--- config.mk ---
export PLATFORM = sky130hd
export DESIGN_NAME = wide_add_seq_flat
export DESIGN_NICKNAME = d
export VERILOG_FILES = /design/src/rtl/wide_add_pkg.sv /design/src/rtl/wide_add_seq_if.sv /design/src/rtl/wide_add_seq_add16_slice.sv /design/src/rtl/wide_add_seq.sv /design/src/flat_wrapper.sv
export SDC_FILE = /design/constraint.sdc
export NUM_CORES = 2
export LEC_CHECK = 0
export BUFFER_PORTS_ARGS = -buffer_cell sky130_fd_sc_hd__buf_2
export CORE_AREA = 2 2 316 318
export CTS_CLUSTER_SIZE = 25
export DETAILED_ROUTE_END_ITERATION = 7
export DIE_AREA = 0 0 318 320
export PLACE_DENSITY = 0.52
export SYNTH_ARGS = -nofsm -noshare
export SYNTH_HDL_FRONTEND = slang
export SYNTH_HIERARCHICAL = 1
export SYNTH_SLANG_ARGS = --single-unit
--- constraint.sdc ---
create_clock -name clk -period 29.5 [get_ports clk]
set_input_delay 4.425 -clock clk [delete_from_list [all_inputs] [get_ports clk]]
set_output_delay 4.425 -clock clk [all_outputs]
set_load 0.03 [all_outputs]
--- src/rtl/wide_add_pkg.sv ---
// Shared types and sizing helpers for the wide add/subtract sequencer.
package wide_add_pkg;

  localparam int SLICE_W = 16;

  typedef enum logic [1:0] {
    IDLE = 2'd0,
    RUN  = 2'd1,
    DONE = 2'd2
  } state_e;

  function automatic int nslice(input int width);
    return width / SLICE_W;
  endfunction

  // A single-slice build still needs a 1-bit index register.
  function automatic int idx_width(input int n);
    return (n <= 1) ? 1 : $clog2(n);
  endfunction

endpackage

--- src/rtl/wide_add_seq_if.sv ---
// Operand/result handshake bundle between a requester and wide_add_seq.
interface wide_add_seq_if #(parameter int WIDTH = 256);

  logic             in_valid;
  logic             in_ready;
  logic [WIDTH-1:0] a;
  logic [WIDTH-1:0] b;
  logic             sub;
  logic             out_valid;
  logic             out_ready;
  logic [WIDTH-1:0] sum;
  logic             cout;

  modport master (
    output in_valid, a, b, sub, out_ready,
    input  in_ready, out_valid, sum, cout
  );

  modport slave (
    input  in_valid, a, b, sub, out_ready,
    output in_ready, out_valid, sum, cout
  );

endinterface

--- src/rtl/wide_add_seq_add16_slice.sv ---
// Combinational 16-bit adder slice: pg generation, Kogge-Stone prefix carry, sum.
module add16_slice (
  input  logic [15:0] a,
  input  logic [15:0] b,
  input  logic        cin,
  output logic [15:0] s,
  output logic        cout
);

  logic [15:0] g_acc;
  logic [15:0] p_acc;
  logic [15:0] g_nxt;
  logic [15:0] p_nxt;
  logic [16:0] carry;

  // Group (g,p) over bits [i:0] after log2(16) prefix levels.
  always_comb begin
    g_acc = a & b;
    p_acc = a ^ b;
    g_nxt = '0;
    p_nxt = '0;
    for (int d = 1; d < 16; d = d * 2) begin
      g_nxt = g_acc;
      p_nxt = p_acc;
      for (int i = d; i < 16; i++) begin
        g_nxt[i] = g_acc[i] | (p_acc[i] & g_acc[i-d]);
        p_nxt[i] = p_acc[i] & p_acc[i-d];
      end
      g_acc = g_nxt;
      p_acc = p_nxt;
    end
  end

  always_comb begin
    carry[0] = cin;
    for (int i = 0; i < 16; i++) begin
      carry[i+1] = g_acc[i] | (p_acc[i] & cin);
    end
  end

  assign s    = (a ^ b) ^ carry[15:0];
  assign cout = carry[16];

endmodule

--- src/rtl/wide_add_seq.sv ---
// Multi-cycle WIDTH-bit add/subtract through one shared 16-bit slice, LS slice first.
// Subtraction is built only when WIDE_ADD_SUB_EN is defined; otherwise sub is ignored.
module wide_add_seq
  import wide_add_pkg::*;
#(
  parameter int WIDTH = 256
) (
  input  logic          clk,
  input  logic          rst,
  wide_add_seq_if.slave bus
);

  localparam int NSLICE = nslice(WIDTH);
  localparam int IDX_W  = idx_width(NSLICE);
  localparam logic [IDX_W-1:0] LAST_IDX = IDX_W'(NSLICE - 1);

  state_e             state_q, state_d;
  logic [WIDTH-1:0]   op_a_q, op_a_d;
  logic [WIDTH-1:0]   op_b_q, op_b_d;
  logic [WIDTH-1:0]   sum_q, sum_d;
  logic [IDX_W-1:0]   idx_q, idx_d;
  logic               carry_q, carry_d;
  logic               cout_q, cout_d;
  logic               in_ready_q, in_ready_d;
  logic               out_valid_q, out_valid_d;

  logic [SLICE_W-1:0] slice_a;
  logic [SLICE_W-1:0] slice_b;
  logic [SLICE_W-1:0] slice_s;
  logic               slice_cout;
  logic [WIDTH-1:0]   b_in;
  logic               cin_in;

`ifdef WIDE_ADD_SUB_EN
  assign b_in   = bus.sub ? ~bus.b : bus.b;
  assign cin_in = bus.sub;
`else
  logic unused_sub;
  assign unused_sub = bus.sub;
  assign b_in       = bus.b;
  assign cin_in     = 1'b0;
`endif

  assign slice_a = op_a_q[idx_q*SLICE_W +: SLICE_W];
  assign slice_b = op_b_q[idx_q*SLICE_W +: SLICE_W];

  add16_slice u_slice (
    .a    (slice_a),
    .b    (slice_b),
    .cin  (carry_q),
    .s    (slice_s),
    .cout (slice_cout)
  );

  always_comb begin
    state_d     = state_q;
    op_a_d      = op_a_q;
    op_b_d      = op_b_q;
    sum_d       = sum_q;
    idx_d       = idx_q;
    carry_d     = carry_q;
    cout_d      = cout_q;
    in_ready_d  = in_ready_q;
    out_valid_d = out_valid_q;
    case (state_q)
      IDLE: begin
        if (bus.in_valid && in_ready_q) begin
          op_a_d     = bus.a;
          op_b_d     = b_in;
          carry_d    = cin_in;
          idx_d      = '0;
          in_ready_d = 1'b0;
          state_d    = RUN;
        end
      end
      RUN: begin
        sum_d[idx_q*SLICE_W +: SLICE_W] = slice_s;
        carry_d = slice_cout;
        idx_d   = idx_q + 1'b1;
        // The last slice's carry-out is the architectural cout.
        if (idx_q == LAST_IDX) begin
          idx_d       = '0;
          cout_d      = slice_cout;
          out_valid_d = 1'b1;
          state_d     = DONE;
        end
      end
      DONE: begin
        if (bus.out_ready) begin
          out_valid_d = 1'b0;
          in_ready_d  = 1'b1;
          state_d     = IDLE;
        end
      end
      default: begin
        out_valid_d = 1'b0;
        in_ready_d  = 1'b1;
        state_d     = IDLE;
      end
    endcase
  end

  always_ff @(posedge clk or posedge rst) begin
    if (rst) begin
      state_q     <= IDLE;
      op_a_q      <= '0;
      op_b_q      <= '0;
      sum_q       <= '0;
      idx_q       <= '0;
      carry_q     <= 1'b0;
      cout_q      <= 1'b0;
      in_ready_q  <= 1'b1;
      out_valid_q <= 1'b0;
    end else begin
      state_q     <= state_d;
      op_a_q      <= op_a_d;
      op_b_q      <= op_b_d;
      sum_q       <= sum_d;
      idx_q       <= idx_d;
      carry_q     <= carry_d;
      cout_q      <= cout_d;
      in_ready_q  <= in_ready_d;
      out_valid_q <= out_valid_d;
    end
  end

  assign bus.in_ready  = in_ready_q;
  assign bus.out_valid = out_valid_q;
  assign bus.sum       = sum_q;
  assign bus.cout      = cout_q;

endmodule

--- src/flat_wrapper.sv ---
// flat-port wrapper written by rule: the top's interface ports become plain ports
module wide_add_seq_flat import wide_add_pkg::*;
#(
  parameter int WIDTH = 256
)
  (clk, rst, bus_in_valid, bus_a, bus_b, bus_sub, bus_out_ready, bus_in_ready, bus_out_valid, bus_sum, bus_cout);
  wide_add_seq_if #(.WIDTH(WIDTH)) bus_i ();
  input  logic clk;
  input  logic rst;
  input wire logic [$bits(bus_i.in_valid)-1:0] bus_in_valid;
  input wire logic [$bits(bus_i.a)-1:0] bus_a;
  input wire logic [$bits(bus_i.b)-1:0] bus_b;
  input wire logic [$bits(bus_i.sub)-1:0] bus_sub;
  input wire logic [$bits(bus_i.out_ready)-1:0] bus_out_ready;
  output wire logic [$bits(bus_i.in_ready)-1:0] bus_in_ready;
  output wire logic [$bits(bus_i.out_valid)-1:0] bus_out_valid;
  output wire logic [$bits(bus_i.sum)-1:0] bus_sum;
  output wire logic [$bits(bus_i.cout)-1:0] bus_cout;
  assign bus_i.in_valid = bus_in_valid;
  assign bus_i.a = bus_a;
  assign bus_i.b = bus_b;
  assign bus_i.sub = bus_sub;
  assign bus_i.out_ready = bus_out_ready;
  assign bus_in_ready = bus_i.in_ready;
  assign bus_out_valid = bus_i.out_valid;
  assign bus_sum = bus_i.sum;
  assign bus_cout = bus_i.cout;
  wide_add_seq #(.WIDTH(WIDTH)) u_core (.clk(clk), .rst(rst), .bus(bus_i));
endmodule
* Word level (Yosys, flattened, before mapping)
Index checks and enable logic that the tools add are counted.
** Storage, ports and cells
- Bits in registers :: 778
- Input bits :: 517
- Output and inout bits :: 259
- Word-level logic and storage cells :: 229
** Cells by class
- Mux-type cells :: 15
- Equality and inequality tests :: 6
- Reduce and logical (&&, ||, !) cells :: 9
- Shift-type cells :: 4
- Add/sub/neg operators :: 2
- Bitwise operators :: 184
** Operators by type and width (number)
- indexed part select 256 x 9 -> 16 bit :: 2
- bitwise mux 256 bit :: 1
- variable shift 16 x 34 -> 256 bit (first input constant) :: 1
- indexed part select 16 x 34 -> 256 bit :: 1
- AND 1 bit :: 114
- OR 1 bit :: 65
- negation 8 -> 34 bit :: 1
- bitwise XOR 16 bit :: 2
- AND 16 bit :: 1
- AND reduction 3 bit :: 3
- 2-to-1 mux 4 bit :: 2
- one-hot mux 4 bit (2 select lines) :: 1
- 2-to-1 mux 2 bit :: 3
- one-hot mux 1 bit (3 select lines) :: 2
- one-hot mux 2 bit (3 select lines) :: 1
- AND reduction 2 bit :: 3
- adder 4 x 1 -> 4 bit (second input constant) :: 1
- == test 4 bit (second input constant) :: 1
- 2-to-1 mux 1 bit :: 4
- inequality test 2 x 1 -> 1 bit (second input constant) :: 2
- == test 2 x 1 -> 1 bit (second input constant) :: 1
- == test 2 bit (second input constant) :: 1
- zero test 2 bit :: 1
- inequality test 2 bit (second input constant) :: 1
- other kinds (4) :: 5

* Longest topological paths before layout
- Word-level depth :: 13
- Gate-level depth with buffers :: 17

* Hierarchy
Netlist, hierarchy kept.
** By module, submodules not included
- wide_add_seq :: times used 1, cells each 2260, seq. area each 19469.9 µm², area an instance 33347.0 µm²
- add16_slice :: times used 1, cells each 105, seq. area each 0.0 µm², area an instance 817.0 µm²

* Least setup slack after synthesis
OpenSTA, ideal clock, no wires.
- Path type :: input-to-reg
- Start :: input port bus_in_valid
- End :: register u_core.op_a_q[0]
- Data required time :: 29.375 ns
- Stages on the path :: 5
- Path slack :: 23.634 ns
- Buffers on the path :: 3
- Library setup time :: 0.125 ns
- Arrival time :: 5.741 ns
- Cell sequence :: nor4bb_1 -> buf_2 -> clkbuf_1 -> buf_2 -> mux2_2
** Between the ends
- Cells in the longest elaborated chain, start to end :: 2
** RTL lines
- start: declaration :: RTL line flat_wrapper.sv:10 : input wire logic [$bits(bus_i.in_valid)-1:0] bus_in_valid;
- logical AND 1 bit :: RTL line wide_add_seq.sv:67 : if (bus.in_valid && in_ready_q) begin
- AND reduction 2 bit (no line)
- end signal: assignment :: RTL line wide_add_seq.sv:116 : op_a_q <= op_a_d;
- end: declaration :: RTL line wide_add_seq.sv:18 : logic [WIDTH-1:0] op_a_q, op_a_d;
No other way between the ends.
A chain may end at the register's enable or synchronous reset.

* Worst setup path after layout
- Start :: input port bus_in_valid
- End :: register u_core.op_b_q[151]
** Between the ends
- Cells in the longest elaborated chain, start to end :: 2
** RTL lines
- logical AND 1 bit :: RTL line wide_add_seq.sv:67
- AND reduction 2 bit (no line)
- end signal: assignment :: RTL line wide_add_seq.sv:117 : op_b_q <= op_b_d;
- end: declaration :: RTL line wide_add_seq.sv:19 : logic [WIDTH-1:0] op_b_q, op_b_d;
No other way between the ends.

==> impl_results.md <==
- Worst-Skew Late Latency: 0.67 ns
- CTS buffer count: between 80 and 90
- Sequential share of the synthesized area: 57.0%
- TNS Setup: 0 ns
- Clock tree buffer depth: 3
- Initial Util: about a third
- Area growth from synthesis to layout: 25.1%
- # port buffers: a little under 800
- Outcome: completed
- Fillers: between 9k and 10k
- Setup Buffers After CTS: 0
- Relative slew margins: between 20 and 25%
- Number of synthesized flops with an enable pin: 0
- Hold buffer count at cts: 0
- VDD IR-drop max: 184 uV
- Core area: just under 100,000 sq um
- Routed WL per cell: 24.9 um
- Mapped cell area: about 34,000 sq um
- Pint: approximately 3.3 mW
- Clock root buffer: clkbuf_16
- Top post-synthesis cells by area: dfrtp_1 (57%), mux2_2 (21%), mux4_2 (8.4%)
- Hold endpoint: u_core/bus.sum[220]$_DFFE_PP0P_
- WP buf/inv: 4
- Worst R2R Start: u_core/idx_q[0]$_DFFE_PP0P_
- R2R setup slack: between 20 and 25 ns
- CP Class: in2reg
- Worst Path Arrival: around 7.7 ns
- Maximum clock rate: 140 MHz
- Worst-Margin Slew: 1.19 ns
- Yosys warnings: 6
- Clk pwr share: 19.0%
- Reg2Reg Capture Point: u_core/bus.sum[55]$_DFFE_PP0P_
- Slowest stage cell, crit path: buf_4
- Drt pass-1 iters: 4
- CP peak stage delay: between 0.6 and 0.7 ns
- Cell taking the most area after synthesis: dfrtp_1
- Detailed-route DRC error count: 0
- Max-Cap Viols: 0
- Die Ht: about 320 um
- Top Ports: about 780
- Final WS setup: 22.35 ns
- Most used DFF post-synth: dfrtp_1
- Mapped Cells: between 2k and 2.5k
- CTS resizes: 0
- Max Slew Vio Count: 0
- Largest net degree at the start of global routing: around 180
- Die ar.: 102,000 sq um
- Vias after detailed routing: 22.9k
- Worst Path Required: ~30 ns
- First-pass GRT wire length: between 150,000 and 200,000 um
- Pwr dens: around 140 nW/um^2
- Vias in the first global route: 25.1k
- Crit path launch type: input pin
- CP max FO: 175
- Crit. End Element: register
- Most frequent CP cell: buf_4
- Layout cells sized above 1: a little under three fifths
- Worst min path class: reg2reg
- Clock slew at reported path FFs: 0.06 ns
- Post-Place Setup Slack: about 22 ns
- Distinct cells, synth: 70
- Syn nets: 2,902
- Cell row count: about 120
- Share of the synthesized area in the top cell type: 56.9%
- Gate power share: 51.6%
- DRT Wirelength: roughly 110,000 um
- P_leak: 20.1 nW
- Total grt overflow: 0
- R2R cell count: 13
- Cells on Worst Hold Path: 2
- Post-synthesis async set-or-reset flop share: between 90% and 100%
- Min-delay src: u_core/bus.sum[220]$_DFFE_PP0P_
- CTS tree: built
- CTS sink cnt: 778
- Family with the most delay on the worst path: buffers and inverters
- Avg Inst Size Synth: roughly 14 sq um
- Antenna violations before repair: 116
- # H-tree levels: 3
- 1st-iter DRT viols: 1,074
- Net switching power: between 2 and 3 mW
- Post-route antenna net violation count: 0
- Layout Utilization: between 40% and 50%
- HPWL Detailed: roughly 84,000 um
- Die Wd: approximately 320 um
- Ratio of final minimum period to clock period: 24.2%
- Number of setup violations in the final report: 0
- Clock Skews: around 0.027 ns
- Via density: ~5
- Final-stage net count: 3,664
- Final hold violations: 0
- Register share of total power: between 20 and 30%
- Minimum clock period: around 7.2 ns
- RePlAce Congestion: roughly 0.84
- Total track usage: 22.0%
- Switching share of power: 44.9%
- RSZ-0062 raised after global routing: no
- Worst-path cell chain: buf_2 > nor4bb_4 > buf_4 > buf_4 > buf_12 > mux2_2
- Seq cells post-synth: about 780
-- synth_stat cells (all sizes together), types with 6 or more instances --
cell and count:
dfrtp 777, nor2b 6, mux2 639, mux2i 65, buf 97, nor3 8, a22oi 16, mux4 128
ha 19, xnor2 10, nor2 42, nand4 7, inv 80, o22ai 50, a21oi 10, clkbuf 57
nand2 189, a21o 7, and2 15, nor4 6, o21ai 70, nand2b 7
-- cells in the final DEF, fill, tap and decap left out, types with 6 or more instances in the layout --
master	netlist	final
nor2_1	41	41
buf_2	84	774
mux4_2	128	128
ha_1	19	19
inv_1	79	78
clkinv_2	0	12
a21oi_1	8	8
a22oi_1	16	16
dfrtp_1	777	774
a21o_1	6	6
clkbuf_16	0	92
bufinv_16	0	9
clkbuf_8	0	16
clkbuf_1	57	25
mux2i_1	65	65
o22ai_1	50	50
o21ai_0	70	70
nand2b_1	7	6
buf_4	4	49
diode_2	0	57
and2_1	15	15
mux2_2	639	639
xnor2_2	1	10
nand2_1	189	189
-- logic make-up (layout without fill, tap and decap cells) --
logic type	after synthesis	after routing	share of synthesized area, %
AO/OA/AOI/OAI	184	184	3.42
multiplexers	832	832	31.4
other	0	57	0
buffers and inverters	234	1067	2.94
flip-flops	778	778	57.0
AND/OR/NAND/NOR	303	303	4.11
XOR/XNOR	14	14	0.381
adder cells (fa/ha/maj)	20	20	0.754
-- registers in the layout, summed over array words and instances (netlist names) --
| name | count |
|---|---|
| u_core/bus.cout | 1 |
| u_core/bus.in_ready | 1 |
| u_core/bus.out_valid | 1 |
| u_core/bus.sum | 256 |
| u_core/carry_q | 1 |
| u_core/idx_q | 4 |
| u_core/op_a_q | 256 |
| u_core/op_b_q | 256 |
| u_core/state_q | 2 |
-- worst max path at each step --
stage	startpoint	end	cells past startpoint
after floorplan	rst	u_core/bus.cout$_DFFE_PP0P_	1
after global placement	rst	u_core/op_b_q[16]$_DFFE_PP0P_	5
after detailed placement	rst	u_core/op_a_q[115]$_DFFE_PP0P_	5
after CTS	rst	u_core/op_a_q[113]$_DFFE_PP0P_	5
after global routing	rst	u_core/op_a_q[49]$_DFFE_PP0P_	5
final	bus_in_valid	u_core/op_b_q[151]$_DFFE_PP0P_	6
-- tightest hold or removal path: cells and delay by family (launching register included) --
kind            cells  cell delay (ns)
simple gates        1             0.04
flops               1             0.34
compound gates      1             0.06
-- power by group through the flow --
stage	clock network, mW	registers, mW	logic (mW)
after floorplan	0	1.93	1.59
after global placement	0	1.76	3.15
after detailed placement	0	1.79	3.20
after CTS	1.18	1.78	3.20
after global routing	1.22	1.83	3.34
final	1.15	1.77	3.12
-- layer usage --
| layer | vias to the layer above | wire length [um] | GRT usage, % |
|---|---|---|---|
| met5 | - | 569 | 0 |
| met4 | 90 | 4210 | 8.97 |
| met3 | 291 | 8720 | 8.06 |
| met2 | 739 | 55600 | 37.4 |
| met1 | 11667 | 43800 | 25.1 |
| li1 | 10139 | - | - |
-- layout make-up --
cell class                 count  area, sq um  share of cell area [%]
clock buffer                 133         2620                    6.12
tap                         1287         1610                    3.77
inverter                      80          308                   0.720
sequential                   778        19500                    45.6
clock inverter                29          428                    1.00
multi-input combinational   1353        13900                    32.4
timing repair buffer         825         4280                    10.0
antenna                       57          143                   0.334
-- stage by stage --
step / area (sq um) / hold WS (ns) / power, mW / cells
5_1_grt: 42700 / 0.503 / 6.40 / 4532
4_1_cts: 42600 / 0.481 / 6.16 / 4485
3_3_place_gp: 39500 / 0.455 / 4.91 / 4323
6_report: 42700 / 0.474 / 6.04 / 4542
2_1_floorplan: 34200 / 0.475 / 3.52 / 2365
3_5_place_dp: 39500 / 0.468 / 4.99 / 4323
No activity file was read; power rests on OpenSTA's default activity.
